[config.mk]
export PLATFORM = sky130hd
export DESIGN_NAME = data_mem_load_unit
export DESIGN_NICKNAME = d
export VERILOG_FILES = /design/src/rtl/data_mem_pkg.sv /design/src/rtl/data_mem_lw_extract.sv /design/src/rtl/data_mem_load_unit.sv
export SDC_FILE = /design/constraint.sdc
export NUM_CORES = 1
export LEC_CHECK = 0
export CAP_MARGIN = 20
export CORE_ASPECT_RATIO = 1.4
export CORE_UTILIZATION = 48
export CTS_CLUSTER_DIAMETER = 40
export CTS_CLUSTER_SIZE = 16
export DETAILED_ROUTE_END_ITERATION = 16
export PLACE_DENSITY = 0.87
export SLEW_MARGIN = 20
export SYNTH_ARGS = -nofsm -noshare
export SYNTH_HDL_FRONTEND = slang
export SYNTH_SLANG_ARGS = --single-unit
[constraint.sdc]
create_clock -name clk -period 2.7 [get_ports clk]
set_input_delay 0.54 -clock clk [delete_from_list [all_inputs] [get_ports clk]]
set_output_delay 0.54 -clock clk [all_outputs]
set_load 0.02 [all_outputs]
[src/rtl/data_mem_pkg.sv]
// data_mem_pkg: shared load/store opcodes, load FSM states and request legality check
package data_mem_pkg;
  localparam logic [2:0] LB_OP_LOAD  = 3'd0;
  localparam logic [2:0] LH_OP_LOAD  = 3'd1;
  localparam logic [2:0] LW_OP_LOAD  = 3'd2;
  localparam logic [2:0] LBU_OP_LOAD = 3'd3;
  localparam logic [2:0] LHU_OP_LOAD = 3'd4;
  localparam logic [2:0] SB_OP_STORE = 3'd5;
  localparam logic [2:0] SH_OP_STORE = 3'd6;
  localparam logic [2:0] SW_OP_STORE = 3'd7;

  typedef enum logic [1:0] {IDLE, REQ, WAIT, RESP} load_state_e;

  // store opcodes, odd halfword addresses and unaligned words never reach memory
  function automatic logic load_illegal(input logic [2:0] op, input logic [1:0] lo);
    return (op inside {SB_OP_STORE, SH_OP_STORE, SW_OP_STORE}) ||
           ((op inside {LH_OP_LOAD, LHU_OP_LOAD}) && lo[0]) ||
           (op == LW_OP_LOAD && lo != 2'b00);
  endfunction
endpackage

[src/rtl/data_mem_lw_extract.sv]
// data_mem_lw_extract: selects the addressed byte/half/word lane and sign- or zero-extends it
module data_mem_lw_extract
  import data_mem_pkg::*;
(
  input  logic [2:0]  op,
  input  logic [1:0]  addr_lo,
  input  logic [31:0] word,
  output logic [31:0] data
);
  logic [7:0]  b;
  logic [15:0] h;
  assign b = word[{addr_lo, 3'b000} +: 8];
  assign h = addr_lo[1] ? word[31:16] : word[15:0];
  // extension by opcode; LW and anything else pass the whole word
  always_comb begin
    data = word;
    case (op)
      LB_OP_LOAD:  data = {{24{b[7]}}, b};
      LH_OP_LOAD:  data = {{16{h[15]}}, h};
      LBU_OP_LOAD: data = {24'd0, b};
      LHU_OP_LOAD: data = {16'd0, h};
      default:     data = word;
    endcase
  end
endmodule

[src/rtl/data_mem_load_unit.sv]
// data_mem_load_unit: sequences core loads to word-aligned memory reads; LOAD_TIMEOUT_EN adds a WAIT abort
module data_mem_load_unit
  import data_mem_pkg::*;
#(
  parameter int ADDR_W         = 32,
  parameter int TIMEOUT_CYCLES = 255
) (
  input  logic              clk,
  input  logic              rst_n,
  input  logic              load_req_valid,
  output logic              load_req_ready,
  input  logic [2:0]        lw_sw_op,
  input  logic [ADDR_W-1:0] load_addr,
  output logic              mem_req_valid,
  input  logic              mem_req_ready,
  output logic [ADDR_W-1:0] mem_addr,
  input  logic              mem_rsp_valid,
  input  logic [31:0]       mem_rsp_data,
  output logic              load_rsp_valid,
  input  logic              load_rsp_ready,
  output logic [31:0]       load_data,
  output logic              load_fault
);
  load_state_e       state, state_n;
  logic [2:0]        op_q;
  logic [ADDR_W-1:0] addr_q;
  logic [31:0]       data_q, ext;
  logic              fault_q, req_fault, timeout;

  if (TIMEOUT_CYCLES < 1) begin : g_bad_timeout
    $error("TIMEOUT_CYCLES must be at least 1");
  end

  assign req_fault      = load_illegal(lw_sw_op, load_addr[1:0]);
  assign load_req_ready = state == IDLE;
  assign mem_req_valid  = state == REQ;
  assign load_rsp_valid = state == RESP;
  assign mem_addr       = {addr_q[ADDR_W-1:2], 2'b00};
  assign load_data      = data_q;
  assign load_fault     = fault_q;

  data_mem_lw_extract u_extract (
    .op     (op_q),
    .addr_lo(addr_q[1:0]),
    .word   (mem_rsp_data),
    .data   (ext)
  );

`ifdef LOAD_TIMEOUT_EN
  localparam int CW = $clog2(TIMEOUT_CYCLES + 1);
  logic [CW-1:0] cnt;
  // WAIT cycle counter, held at zero while the request is outstanding in REQ
  always_ff @(posedge clk or negedge rst_n)
    if (!rst_n) cnt <= '0;
    else if (state == REQ) cnt <= '0;
    else if (state == WAIT) cnt <= cnt + 1'b1;
  assign timeout = state == WAIT && cnt == CW'(TIMEOUT_CYCLES - 1);
`else
  assign timeout = 1'b0;
`endif

  // state register
  always_ff @(posedge clk or negedge rst_n)
    if (!rst_n) state <= IDLE;
    else state <= state_n;

  // next state; a memory response beats a same-cycle timeout
  always_comb begin
    state_n = state;
    case (state)
      IDLE:    if (load_req_valid) state_n = req_fault ? RESP : REQ;
      REQ:     if (mem_req_ready) state_n = WAIT;
      WAIT:    if (mem_rsp_valid || timeout) state_n = RESP;
      RESP:    if (load_rsp_ready) state_n = IDLE;
      default: state_n = IDLE;
    endcase
  end

  // request capture and result/fault registers, stable through RESP
  always_ff @(posedge clk or negedge rst_n)
    if (!rst_n) begin
      op_q    <= '0;
      addr_q  <= '0;
      data_q  <= '0;
      fault_q <= 1'b0;
    end else if (state == IDLE && load_req_valid) begin
      op_q    <= lw_sw_op;
      addr_q  <= load_addr;
      data_q  <= '0;
      fault_q <= req_fault;
    end else if (state == WAIT && mem_rsp_valid) begin
      data_q  <= ext;
      fault_q <= 1'b0;
    end else if (timeout) begin
      data_q  <= '0;
      fault_q <= 1'b1;
    end
endmodule

# After elaboration in Yosys (flattened, before gate mapping)
# Cells that the tools add are included.
totals:
  out_inout_bits: 68
  reg_bits: 70
  elab_cells: 47
  inputBits: 73
op_classes:
  eq_ne: 16
  reduce_logical: 13
  n_shift: 1
  n_mux: 12
op_table:
  columns: ["operator", "n"]
  rows:
  - ["$pmux W32 S4", 1]
  - ["$mux W32", 2]
  - ["$shiftx A32 B6 Y8", 1]
  - ["$mux W16", 1]
  - ["$eq A3 B3 Y1 const B", 5]
  - ["$mux W2", 5]
  - ["$pmux W2 S4", 1]
  - ["$eq A3 B1 Y1 const B", 2]
  - ["$eq A3 B2 Y1 const B", 2]
  - ["$reduce_bool A2 Y1", 3]
  - ["$eq A2 B2 Y1 const B", 2]
  - ["$logic_and A1 B1 Y1", 4]
  - ["$ne A2 B1 Y1 const B", 2]
  - ["$ne A2 B2 Y1 const B", 2]
  - ["$reduce_and A4 Y1", 1]
  - ["$logic_not A3 Y1", 1]
  - ["$reduce_bool A3 Y1", 1]
  - ["$eq A2 B1 Y1 const B", 1]
  - ["$logic_not A2 Y1", 1]
  - ["$logic_or A1 B1 Y1", 2]
  - ["$mux W1", 2]

# Longest topological paths before layout
logic_depth:
  word_depth: 8
  mapped_depth: 8
  mapped_depth_nobuf: 6

# Modules after synthesis
# A second synthesis with hierarchy kept.
unflattened:
  cells_unflattened: 360
  hier_area_um2: 3996.3
modules_own_cells:
  columns: ["module", "cells_per_inst", "seq_area_each_um2", "area_each_um2", "instances"]
  rows:
  - ["data_mem_load_unit", 206, 1751.7, 2946.6, 1]
  - ["data_mem_lw_extract", 154, 0.0, 1049.8, 1]

# Worst setup path after synthesis
# OpenSTA, ideal clock, no wires.
synth_timing:
  kind: "register -> register"
  startpoint: "register state[0]"
  endpoint: "register data_q[15] (netlist: load_data[15])"
  period_less_slack_ns: 1.917
  path_stages_with_launch: 8
  arrival_time_ns: 1.796
  path_slack_ns: 0.783
  setup_ns: 0.122
  n_path_buf: 2
  required_ns: 2.578
  cell_sequence: "dfrtp_1 -> inv_1 -> ha_1 -> nand2_1 -> and3_1 -> buf_2 -> buf_2 -> a32o_1"
synth_via:
  elab_chain_len: 3
  word_cells_on_any_way: 6
  cone_classes: "eq/ne (1); mux (1); reduce/logical (4)"
synth_lines:
  columns: ["element", "line_no", "source"]
  rows:
  - ["start, declared", "data_mem_load_unit.sv:24", "load_state_e state, state_n;"]
  - ["start signal, assigned", "data_mem_load_unit.sv:65", "else state <= state_n;"]
  - ["$logic_not A2 Y1 (*)", null, null]
  - ["named net load_req_ready", "data_mem_load_unit.sv:11", "output logic load_req_ready,"]
  - ["$logic_and A1 B1 Y1 (*)", "data_mem_load_unit.sv:86", "end else if (state == IDLE && load_req_valid) begin"]
  - ["$mux W32 or $reduce_bool A2 Y1 (tied branches)", null, null]
  - ["end signal, assigned", "data_mem_load_unit.sv:92", "data_q <= ext;"]
  - ["end, declared", "data_mem_load_unit.sv:27", "logic [31:0] data_q, ext;"]
# Mark *: on every way through the listed nets, which the timed path passes. The rest lies on a longest branch.
# A chain may end at the register's enable or synchronous reset.

# Worst setup path after layout
layout_timing:
  startpoint: "register state[0]"
  endpoint: "output port load_req_ready"
layout_via:
  elab_chain_len: 1
layout_lines:
  columns: ["element", "line_no", "source"]
  rows:
  - ["$logic_not A2 Y1", "data_mem_load_unit.sv:35", "assign load_req_ready = state == IDLE;"]
  - ["end, declared", "data_mem_load_unit.sv:11", null]
# No other way between the ends.

==> impl_metrics.env <==
export IMPL_leakagePower_nw=2.163
export IMPL_hold_viol_final=0
export IMPL_final_cells=549
export IMPL_worst_path_max_fanout=4
export IMPL_power_density_mw_per_mm2=1211
export IMPL_run_status="complete, no violations"
export IMPL_setup_violations=0
export IMPL_vias=2971
export IMPL_ir_drop_mv=0.8539
export IMPL_io_buffer_count=138
export IMPL_crit_required_ps=2160
export IMPL_dp_cells=533
export IMPL_cts_buffers=9
export IMPL_dpl_hpwl_mm=6.486
export IMPL_rows=37
export IMPL_period_share_pct=86.94
export IMPL_ys_types=40
export IMPL_cpPeakStageDelay_ps=650
export IMPL_crit_cells=3
export IMPL_synth_seq_cells=70
export IMPL_core_sq_mm=0.007361
export IMPL_die_w_microns=75.90
export IMPL_ys_seq_area_share_pct=47.73
export IMPL_critPathCapture="load_req_ready"
export IMPL_die_area_sq_mm=0.008004
export IMPL_vias_per_cell=5.412
export IMPL_grt_overflow=0
export IMPL_synth_ff_type="dfrtp_1"
export IMPL_drt_initial_drc_count=284
export IMPL_fillCellCount=540
export IMPL_drtPass1Iterations=4
export IMPL_cp_end_kind="output pin"
export IMPL_post_cts_buffers=0
export IMPL_cts_repair_resized=0
export IMPL_synthCells=342
export IMPL_finalCriticalPeriod_ps=2347
export IMPL_min_path_type="in2async"
export IMPL_die_y_microns=105.5
export IMPL_wirelength_mm=8.982
export IMPL_cp_start_kind="flop"
export IMPL_fin_nets=525
export IMPL_h_tree_depth=3
export IMPL_grt_pass1_wl_mm=14.91
export IMPL_worstRegToRegCells=4
export IMPL_drc_errors=0
export IMPL_cp_arrival_ps=1810
export IMPL_cts_root_buf="clkbuf_8"
export IMPL_area_delta_synth_final_pct=39.96
export IMPL_hold_buffers=0
export IMPL_critPathTopFamily="buffers and inverters"
export IMPL_crit_chain="inv_1 -> ha_1 -> clkdlybuf4s50_1"
export IMPL_clock_latency_ps=340
export IMPL_drive_above_1_share_pct=16.59
export IMPL_clkTransAtPathRegs_ps=80
export IMPL_worst_path_max_delay_cell="clkdlybuf4s50_1"
export IMPL_crit_type="reg2out"
export IMPL_cts_tree="yes"
export IMPL_yosys_warnings=0
export IMPL_n_antenna_cell=0
export IMPL_cp_buffers_inverters=2
export IMPL_finalSetupTns_ps=0
export IMPL_synthArstFlopShare_pct=100.0
export IMPL_fmax_ghz=0.4260
export IMPL_clock_skew_final_ps=9.418
export IMPL_worst_r2r_endpoint="load_data[15]$_DFFE_PN0P_"
export IMPL_track_usage_pct=23.82
export IMPL_cts_sinks=70
export IMPL_rrSetupSlack_ps=650
export IMPL_rsz0062_at_grt="false"
export IMPL_crit_start="state[0]$_DFFE_PN0P_"
export IMPL_clock_path_buffers=2
export IMPL_slew_headroom_pct=40.70
export IMPL_tightest_slew_ps=889.4
export IMPL_grt_max_degree=71
export IMPL_synth_area_sq_mm=0.003670
export IMPL_gp_congestion=0.8082
export IMPL_initial_core_util_pct=49.86
export IMPL_max_cap_viol_count=0
export IMPL_r2r_start="addr_q[0]$_DFFE_PN0N_"
export IMPL_antenna_found_initial=0
export IMPL_synth_edf_count=0
export IMPL_io_pin_count=141
export IMPL_antenna_left=0
export IMPL_slew_viol_final=0
export IMPL_wl_per_cell_microns=16.36
export IMPL_grt_pass1_vias=3158
export IMPL_avgSynthCellArea_sq_um=10.73
final cells by class:
type | instances | area, sq um | area share, %
Clock buffer | 10 | 137.6 | 2.680
Clock inverter | 6 | 108.9 | 2.119
Inverter | 8 | 30.03 | 0.5847
Multi-Input combinational cell | 213 | 1558 | 30.33
Sequential cell | 70 | 1752 | 34.10
Tap cell | 97 | 121.4 | 2.363
Timing Repair Buffer | 145 | 1429 | 27.82
state kept, by name, summed over array words and instances (netlist names):
| name | flops |
|---|---|
| op_q | 3 |
| load_fault | 1 |
| state | 2 |
| addr_q | 32 |
| load_data | 32 |
synth_stat cells (3+ instances only):
cell	count	area, sq um
o221ai_1	8	70.07
dfrtp_1	70	1752
a211oi_1	7	52.55
nand4_1	7	43.79
mux2i_1	12	120.1
nand2_1	41	153.9
clkbuf_1	13	48.80
buf_2	4	20.02
o21ai_2	10	87.58
o211ai_1	8	60.06
o21ai_1	3	15.01
nor3_1	8	40.04
o21ai_0	13	65.06
nor3b_1	3	22.52
inv_1	7	26.28
nor2b_1	9	56.30
ha_1	5	62.56
nor2_1	19	71.32
buf_4	33	247.7
mux2_2	37	416.7
metrics by stage:
stage | setup slack (ps) | power [mW] | instance area (sq um) | hold WS [ps] | utilization [%]
global placement | 368.6 | 5.072 | 4890 | 454.4 | 66.43
floorplan | 782.8 | 4.196 | 3674 | 244.4 | -
detailed placement | 328.6 | 5.199 | 4890 | 459.5 | 66.43
CTS | 342.6 | 6.246 | 5136 | 419.2 | 69.78
global route | 283.2 | 6.581 | 5136 | 474.4 | 69.78
finish | 352.6 | 6.219 | 5136 | 396.8 | 69.78
worst min path at each step:
stage,endpoint,slack [ps],depth (start not counted)
6_report,load_data[17]$_DFFE_PN0P_,400,2
5_1_grt,load_data[19]$_DFFE_PN0P_,470,2
4_1_cts,load_data[17]$_DFFE_PN0P_,420,2
3_5_place_dp,load_data[13]$_DFFE_PN0P_,460,2
3_3_place_gp,load_data[8]$_DFFE_PN0P_,450,2
2_1_floorplan,addr_q[0]$_DFFE_PN0N_,240,0
cell usage in the layout (no fill, tap or decap), drive strengths merged, types with 5 or more instances in the layout:
cell type,n
nand4,7
inv,7
buf,8
ha,5
a211oi,7
nor2,19
nor3,8
clkbuf,10
o21ai,26
nand2,41
nor2b,9
dfrtp,70
o221ai,9
clkdlybuf4s50,137
o211ai,8
mux2,37
mux2i,13
layer usage:
metal / global-route usage (%) / vias to the layer above / wire length (microns)
li1: - / 1385 / -
met1: 26.96 / 1432 / 3555
met4: 14.84 / 0 / 362
met5: 0 / - / 0
met3: 6.494 / 30 / 505
met2: 39.81 / 124 / 4558
power breakdown:
| part | internal (mW) | leakage (nW) | switching, mW |
|---|---|---|---|
| combinational | 1.58 | 1.17 | 1.72 |
| sequential | 1.51 | 0.870 | 0.379 |
| clock | 0.637 | 0.126 | 0.398 |
| total | 3.72 | 2.16 | 2.50 |
cell families after synthesis:
logic type      share of synthesized area (%)
compound gates                          12.24
mux                                     15.24
fa+ha+maj                               1.978
other cells                            0.1022
simple gates                            12.17
flops                                   47.73
xor+xnor                               0.4774
buf+inv                                 10.06
worst reg2reg max path: cells and delay by family, from the launching register on:
kind | cells | cell delay [ps]
compound gates | 1 | 260
mux | 1 | 430
simple gates | 2 | 630
flops | 1 | 620
Note: power is estimated with default switching activity, not from simulation.
